**config.mk**
```make
export PLATFORM = sky130hd
export DESIGN_NAME = range_stats_tracker_flat
export DESIGN_NICKNAME = d
export VERILOG_FILES = /design/src/rtl/range_stats_tracker_if.sv /design/src/rtl/range_stats_tracker.sv /design/src/flat_wrapper.sv
export SDC_FILE = /design/constraint.sdc
export NUM_CORES = 1
export LEC_CHECK = 0
export BUFFER_PORTS_ARGS = -buffer_cell sky130_fd_sc_hd__clkbuf_2
export CORE_MARGIN = 10
export CORE_UTILIZATION = 50
export CTS_CLUSTER_DIAMETER = 40
export CTS_CLUSTER_SIZE = 12
export DETAILED_ROUTE_END_ITERATION = 16
export MAX_ROUTING_LAYER = met4
export PLACE_DENSITY = 0.68
export SETUP_SLACK_MARGIN = 0.4
export SYNTH_ARGS = -nofsm -noshare
export SYNTH_HDL_FRONTEND = slang
export SYNTH_SLANG_ARGS = --single-unit
```
**constraint.sdc**
```tcl
create_clock -name clock -period 5 [get_ports clock]
set_input_delay 0.75 -clock clock [delete_from_list [all_inputs] [get_ports clock]]
set_output_delay 0.75 -clock clock [all_outputs]
set_load 0.03 [all_outputs]
```
**src/rtl/range_stats_tracker_if.sv**
```systemverilog
// Sample/readout bundle for range_stats_tracker.
// master: the sample source / readout consumer; slave: the tracker itself.
// The sum signal exists only when RANGE_SUM_EN is defined.
interface range_stats_tracker_if #(
    parameter int WIDTH = 16,
    parameter int CNT_W = 8
);
    logic [WIDTH-1:0]       data_in;
    logic                   data_valid;
    logic                   go;
    logic                   finish;
    logic [WIDTH-1:0]       range;
    logic [WIDTH-1:0]       min_out;
    logic [WIDTH-1:0]       max_out;
    logic [CNT_W-1:0]       count;
    logic                   result_valid;
    logic                   busy;
    logic                   error;
    logic [1:0]             err_code;
`ifdef RANGE_SUM_EN
    logic [WIDTH+CNT_W-1:0] sum;
`endif

    modport master (
`ifdef RANGE_SUM_EN
        input  sum,
`endif
        output data_in, data_valid, go, finish,
        input  range, min_out, max_out, count, result_valid, busy, error, err_code
    );

    modport slave (
`ifdef RANGE_SUM_EN
        output sum,
`endif
        input  data_in, data_valid, go, finish,
        output range, min_out, max_out, count, result_valid, busy, error, err_code
    );
endinterface

```
**src/rtl/range_stats_tracker.sv**
```systemverilog
// Framed-stream statistics: min, max, range and saturating sample count over the
// qualified samples between go and finish, latched into holding registers when a
// non-empty frame closes. Signed or unsigned compare selected by SIGNED.
// Optional feature: define RANGE_SUM_EN to add the latched wrap-around sample sum.
module range_stats_tracker #(
    parameter int WIDTH  = 16,
    parameter int CNT_W  = 8,
    parameter bit SIGNED = 1'b0
) (
    input  logic                  clock,
    input  logic                  reset,
    range_stats_tracker_if.slave  bus
);

    typedef enum logic [1:0] {
        IDLE      = 2'd0,
        RECEIVING = 2'd1,
        DONE      = 2'd2,
        ERROR     = 2'd3
    } state_t;

    state_t state_reg, state_next;

    // Running (in-frame) statistics
    logic [WIDTH-1:0] run_min_reg, run_min_next;
    logic [WIDTH-1:0] run_max_reg, run_max_next;
    logic [CNT_W-1:0] run_cnt_reg, run_cnt_next;
    logic [CNT_W-1:0] cnt_inc;

    // Latched results of the last good frame
    logic [WIDTH-1:0] range_reg, min_reg, max_reg;
    logic [CNT_W-1:0] count_reg;
    logic [1:0]       err_code_reg, err_code_next;
    logic             latch_en;

    // Control decode
    logic open_frame;   // go without finish: start or restart a frame
    logic go_and_fin;   // illegal combination
    logic accept_run;   // in-frame sample (not the opening one)
    logic lt_min, gt_max;

    assign open_frame = bus.go & ~bus.finish;
    assign go_and_fin = bus.go & bus.finish;
    assign accept_run = (state_reg == RECEIVING) && bus.data_valid && !bus.go;

    // Strict comparators; equal samples never move a bound
    generate
        if (SIGNED) begin : g_signed_cmp
            assign lt_min = $signed(bus.data_in) < $signed(run_min_reg);
            assign gt_max = $signed(bus.data_in) > $signed(run_max_reg);
        end else begin : g_unsigned_cmp
            assign lt_min = bus.data_in < run_min_reg;
            assign gt_max = bus.data_in > run_max_reg;
        end
    endgenerate

    // Counter holds at all-ones instead of wrapping
    assign cnt_inc = (run_cnt_reg == {CNT_W{1'b1}}) ? run_cnt_reg : run_cnt_reg + 1'b1;

    // Next running min/max/count, including the sample of the current cycle
    always_comb begin
        run_min_next = run_min_reg;
        run_max_next = run_max_reg;
        run_cnt_next = run_cnt_reg;
        if (open_frame) begin
            run_min_next = bus.data_in;
            run_max_next = bus.data_in;
            run_cnt_next = bus.data_valid ? {{(CNT_W-1){1'b0}}, 1'b1} : {CNT_W{1'b0}};
        end else if (accept_run) begin
            if (run_cnt_reg == {CNT_W{1'b0}}) begin
                // first sample of a frame opened without data
                run_min_next = bus.data_in;
                run_max_next = bus.data_in;
            end else begin
                if (lt_min) run_min_next = bus.data_in;
                if (gt_max) run_max_next = bus.data_in;
            end
            run_cnt_next = cnt_inc;
        end
    end

    // Next state, error code and latch strobe
    always_comb begin
        state_next    = state_reg;
        err_code_next = err_code_reg;
        latch_en      = 1'b0;
        case (state_reg)
            ERROR: begin
                // go&finish and finish alone both hold ERROR with the code unchanged
                if (open_frame) begin
                    state_next    = RECEIVING;
                    err_code_next = 2'd0;
                end
            end
            RECEIVING: begin
                if (go_and_fin) begin
                    state_next    = ERROR;
                    err_code_next = 2'd1;
                end else if (open_frame) begin
                    state_next    = RECEIVING;
                    err_code_next = 2'd0;
                end else if (bus.finish) begin
                    if (run_cnt_next != {CNT_W{1'b0}}) begin
                        state_next = DONE;
                        latch_en   = 1'b1;
                    end else begin
                        state_next    = ERROR;
                        err_code_next = 2'd3;
                    end
                end
            end
            default: begin  // IDLE, DONE
                if (go_and_fin) begin
                    state_next    = ERROR;
                    err_code_next = 2'd1;
                end else if (open_frame) begin
                    state_next    = RECEIVING;
                    err_code_next = 2'd0;
                end else if (bus.finish) begin
                    state_next    = ERROR;
                    err_code_next = 2'd2;
                end
            end
        endcase
    end

    // State and error code registers
    always_ff @(posedge clock or posedge reset) begin
        if (reset) begin
            state_reg    <= IDLE;
            err_code_reg <= 2'd0;
        end else begin
            state_reg    <= state_next;
            err_code_reg <= err_code_next;
        end
    end

    // Running statistics registers; reset aborts any frame in progress
    always_ff @(posedge clock or posedge reset) begin
        if (reset) begin
            run_min_reg <= '0;
            run_max_reg <= '0;
            run_cnt_reg <= '0;
        end else begin
            run_min_reg <= run_min_next;
            run_max_reg <= run_max_next;
            run_cnt_reg <= run_cnt_next;
        end
    end

    // Holding registers, written only on a good frame close
    always_ff @(posedge clock or posedge reset) begin
        if (reset) begin
            range_reg <= '0;
            min_reg   <= '0;
            max_reg   <= '0;
            count_reg <= '0;
        end else if (latch_en) begin
            range_reg <= run_max_next - run_min_next;
            min_reg   <= run_min_next;
            max_reg   <= run_max_next;
            count_reg <= run_cnt_next;
        end
    end

`ifdef RANGE_SUM_EN
    localparam int SUM_W = WIDTH + CNT_W;

    logic [SUM_W-1:0] sample_ext;
    logic [SUM_W-1:0] run_sum_reg, run_sum_next, sum_reg;

    assign sample_ext = SIGNED ? {{CNT_W{bus.data_in[WIDTH-1]}}, bus.data_in}
                               : {{CNT_W{1'b0}}, bus.data_in};

    // Running sum follows the same acceptance rules as the count, wrapping freely
    always_comb begin
        run_sum_next = run_sum_reg;
        if (open_frame) begin
            run_sum_next = bus.data_valid ? sample_ext : {SUM_W{1'b0}};
        end else if (accept_run) begin
            run_sum_next = run_sum_reg + sample_ext;
        end
    end

    // Running and latched sum registers
    always_ff @(posedge clock or posedge reset) begin
        if (reset) begin
            run_sum_reg <= '0;
            sum_reg     <= '0;
        end else begin
            run_sum_reg <= run_sum_next;
            if (latch_en) sum_reg <= run_sum_next;
        end
    end

    assign bus.sum = sum_reg;
`endif

    assign bus.range        = range_reg;
    assign bus.min_out      = min_reg;
    assign bus.max_out      = max_reg;
    assign bus.count        = count_reg;
    assign bus.result_valid = (state_reg == DONE);
    assign bus.busy         = (state_reg == RECEIVING);
    assign bus.error        = (state_reg == ERROR);
    assign bus.err_code     = err_code_reg;

endmodule

```
**src/flat_wrapper.sv**
```systemverilog
// flat-port wrapper written by rule: the top's interface ports become plain ports
module range_stats_tracker_flat 
#(
    parameter int WIDTH  = 16,
    parameter int CNT_W  = 8,
    parameter bit SIGNED = 1'b0
)
  (clock, reset, bus_data_in, bus_data_valid, bus_go, bus_finish, bus_range, bus_min_out, bus_max_out, bus_count, bus_result_valid, bus_busy, bus_error, bus_err_code);
  range_stats_tracker_if #(.WIDTH(WIDTH), .CNT_W(CNT_W)) bus_i ();
  input  logic clock;
  input  logic reset;
  input wire logic [$bits(bus_i.data_in)-1:0] bus_data_in;
  input wire logic [$bits(bus_i.data_valid)-1:0] bus_data_valid;
  input wire logic [$bits(bus_i.go)-1:0] bus_go;
  input wire logic [$bits(bus_i.finish)-1:0] bus_finish;
  output wire logic [$bits(bus_i.range)-1:0] bus_range;
  output wire logic [$bits(bus_i.min_out)-1:0] bus_min_out;
  output wire logic [$bits(bus_i.max_out)-1:0] bus_max_out;
  output wire logic [$bits(bus_i.count)-1:0] bus_count;
  output wire logic [$bits(bus_i.result_valid)-1:0] bus_result_valid;
  output wire logic [$bits(bus_i.busy)-1:0] bus_busy;
  output wire logic [$bits(bus_i.error)-1:0] bus_error;
  output wire logic [$bits(bus_i.err_code)-1:0] bus_err_code;
  assign bus_i.data_in = bus_data_in;
  assign bus_i.data_valid = bus_data_valid;
  assign bus_i.go = bus_go;
  assign bus_i.finish = bus_finish;
  assign bus_range = bus_i.range;
  assign bus_min_out = bus_i.min_out;
  assign bus_max_out = bus_i.max_out;
  assign bus_count = bus_i.count;
  assign bus_result_valid = bus_i.result_valid;
  assign bus_busy = bus_i.busy;
  assign bus_error = bus_i.error;
  assign bus_err_code = bus_i.err_code;
  range_stats_tracker #(.WIDTH(WIDTH), .CNT_W(CNT_W), .SIGNED(SIGNED)) u_core (.clock(clock), .reset(reset), .bus(bus_i));
endmodule
```
==> results.py <==
metrics = {
    "drt": {
        "viasPerCell": 5.51,
        "drcViolationCount": 0,
        "drt-initial-drc-count": 278,
        "drt_pass1_iterations": 5,
        "wirelength_mm": 14.9,
        "final_antenna_net_count": 0,
        "wire_per_inst_um": 16.7,
        "vias": 4924,
    },
    "floorplan": {
        "pin_count": 82,
        "core_um2": 11300,
        "chipHeight_um": 127,
        "initial_utilization": 0.507,
        "rows": 39,
        "fp.dieW_um": 127,
        "dieArea_um2": 16200,
    },
    "final_layout": {
        "n_antenna_cell": 0,
        "final_cell_mix": "nand2_1 (124), dfrtp_1 (100), clkbuf_2 (81)",
        "area_delta_synth_final_pct": 17.9,
        "final_common_cell": "nand2_1",
        "n_fill_cell": 1033,
        "layout.nets": 811,
        "drive_gt1_frac": 0.195,
    },
    "clock_network": {
        "hold_buffers": 0,
        "cts.sinks": 100,
        "htree_levels": 3,
        "clk_pin_slew_ns": 0.07,
        "cts_tree": "yes",
        "clockBufferDepth": 2,
        "cts-buffers-inserted": 9,
        "cts_root_buf": "clkbuf_16",
        "clock_latency_ns": 0.36,
    },
    "worst_setup_path": {
        "path_cells": "clkbuf_2, ha_4, a21oi_1, o21ai_1, nor4_2, nand3_2, a31o_4, buf_4, o21ai_1, ha_1, a21o_1, maj3_2, a311o_1, and3_4, o41a_1, xnor2_1, o21ai_1",
        "cp-end-kind": "flip-flop",
        "cp-start-kind": "input pin",
        "crit_fanout": 5,
        "r2r_slack_ns": 0.69,
        "max_stage_delay_ns": 0.37,
        "cp_data_arrival_time_ns": 4.64,
        "cp_slowest_cell": "a311o_1",
        "crit_required_ns": 5.22,
        "cp_common_cell": "o21ai_1",
        "worstSetupPathType": "in2reg",
    },
    "power_and_ir_drop": {
        "p_per_area_nw_per_um2": 497,
        "power_uw": 3360,
        "p_leak_uw": 0.00347,
        "ir_drop_mv": 0.398,
    },
    "timing": {
        "finalSetupTns_ns": 0,
        "setup_viol": 0,
        "maxSlewHeadroom": 0.395,
        "fin_crit_ns": 4.42,
        "finClkSkew_ns": 0.00716,
        "worstMarginPinSlew_ns": 0.907,
        "final.period_utilization": 0.884,
        "drv_slew": 0,
        "fmaxAchievable_mhz": 226,
        "finalHoldViolCount": 0,
        "rsz0062_at_grt": "true",
        "hold_slack_ns": 0.472,
    },
    "placement": {
        "hpwlAfterDp_mm": 11.3,
        "portBuffers": 81,
        "gp_congestion": 0.907,
    },
    "yosys": {
        "syn_area_um2": 5740,
        "yosysSeqAreaShare": 0.436,
        "synth_top_area_share": 0.436,
        "synth_cell_types": 68,
        "synthCells": 654,
        "synth_edf_count": 0,
        "synth_top_cell_by_area": "dfrtp_1",
        "synth_seq_cells": 100,
        "synthTopCellsByArea": "dfrtp_1 (44%), ha_1 (9.4%), nand2_1 (8.2%)",
        "async_reset_ff_frac": 1.00,
        "syn-mean-instance-area_um2": 8.77,
        "syn_nets": 719,
        "synthFlopType": "dfrtp_1",
        "yosys_warnings": 0,
    },
    "min_path": {
        "hold_path_class": "reg2reg",
    },
    "global_routing": {
        "overflow": 0,
        "grt_max_degree": 75,
        "grt_pass1_wl_mm": 24.7,
        "grtUsageTotal": 0.192,
        "antenna_found_initial": 0,
        "grt_pass1_vias": 4887,
    },
    "flow_run": {
        "drv_cap": 0,
    },
    "status": {
        "status": "completed",
    },
}
metal layers:
layer / vias to the layer above / global-route usage / part of all wire
li1: 2426 / - / -
met1: 2387 / 0.228 / 0.44
met2: 91 / 0.320 / 0.50
met3: 20 / 0.0335 / 0.036
met4: 0 / 0.0750 / 0.017
met5: - / - / 0
per-stage QoR:
step	area, um2	util	setup slack (ns)	std cells
3_5_place_dp	6400	0.566	0.0983	875
4_1_cts	6650	0.588	0.417	890
2_1_floorplan	5750	-	0.413	654
6_report	6760	0.597	0.582	893
3_3_place_gp	6400	0.566	0.221	875
5_1_grt	6760	0.597	0.352	893
cell usage after synthesis, types with 7 or more instances:
cell	count
inv_1	66
dfrtp_1	100
ha_1	43
xor2_1	10
xnor2_1	12
o21ai_0	57
nor2_1	47
nand2_1	125
a21o_1	7
o21ai_1	7
a21oi_1	40
clkbuf_1	16
nor3_1	8
nand3_1	9
where the power goes:
group          switching, uW  internal (uW)
combinational           1030            530
sequential               135           1040
clock                    293            333
total                   1450           1900
layout make-up:
type	instances	area (um2)	area share
Multi-Input combinational cell	463	2970	0.440
Inverter	66	250	0.0370
Tap cell	143	179	0.0265
Timing Repair Buffer	106	606	0.0895
Clock buffer	12	236	0.0350
Sequential cell	100	2500	0.370
Clock inverter	3	15.0	0.00222
logic make-up after synthesis:
family,Yosys count,share of synthesized area
mux,8,0.0150
simple gates,221,0.172
flops,100,0.436
compound gates,165,0.178
fa+ha+maj,47,0.103
buf+inv,91,0.0626
xor+xnor,22,0.0336
critical path: cells and delay by family:
family | cells | cell delay [ns]
buf+inv | 2 | 0.28
simple gates | 3 | 0.80
fa+ha+maj | 3 | 0.92
compound gates | 8 | 1.73
xor+xnor | 1 | 0.16
final timing paths:
path / endpoint / startpoint / depth (start not counted)
setup / recovery: u_core.bus.range[12] / bus_data_in[13] / 17
hold reg to reg: u_core.bus.count[1] / u_core.bus.count[1] / 2
max in group asynchronous: u_core.bus.min_out[14] / reset / 3
setup reg to reg: u_core.bus.range[12] / u_core.run_max_reg[13] / 17
min in group asynchronous: u_core.bus.range[1] / reset / 2
hold / removal: u_core.bus.count[1] / u_core.bus.count[1] / 2
repair_timing:
| action | in CTS | in global routing |
|---|---|---|
| setup buffers | 0 | 3 |
| endpoints found under the setup margin | 0 | 7 |
| gates resized for setup | 0 | 14 |
Power figures use the tool's default switching activity.
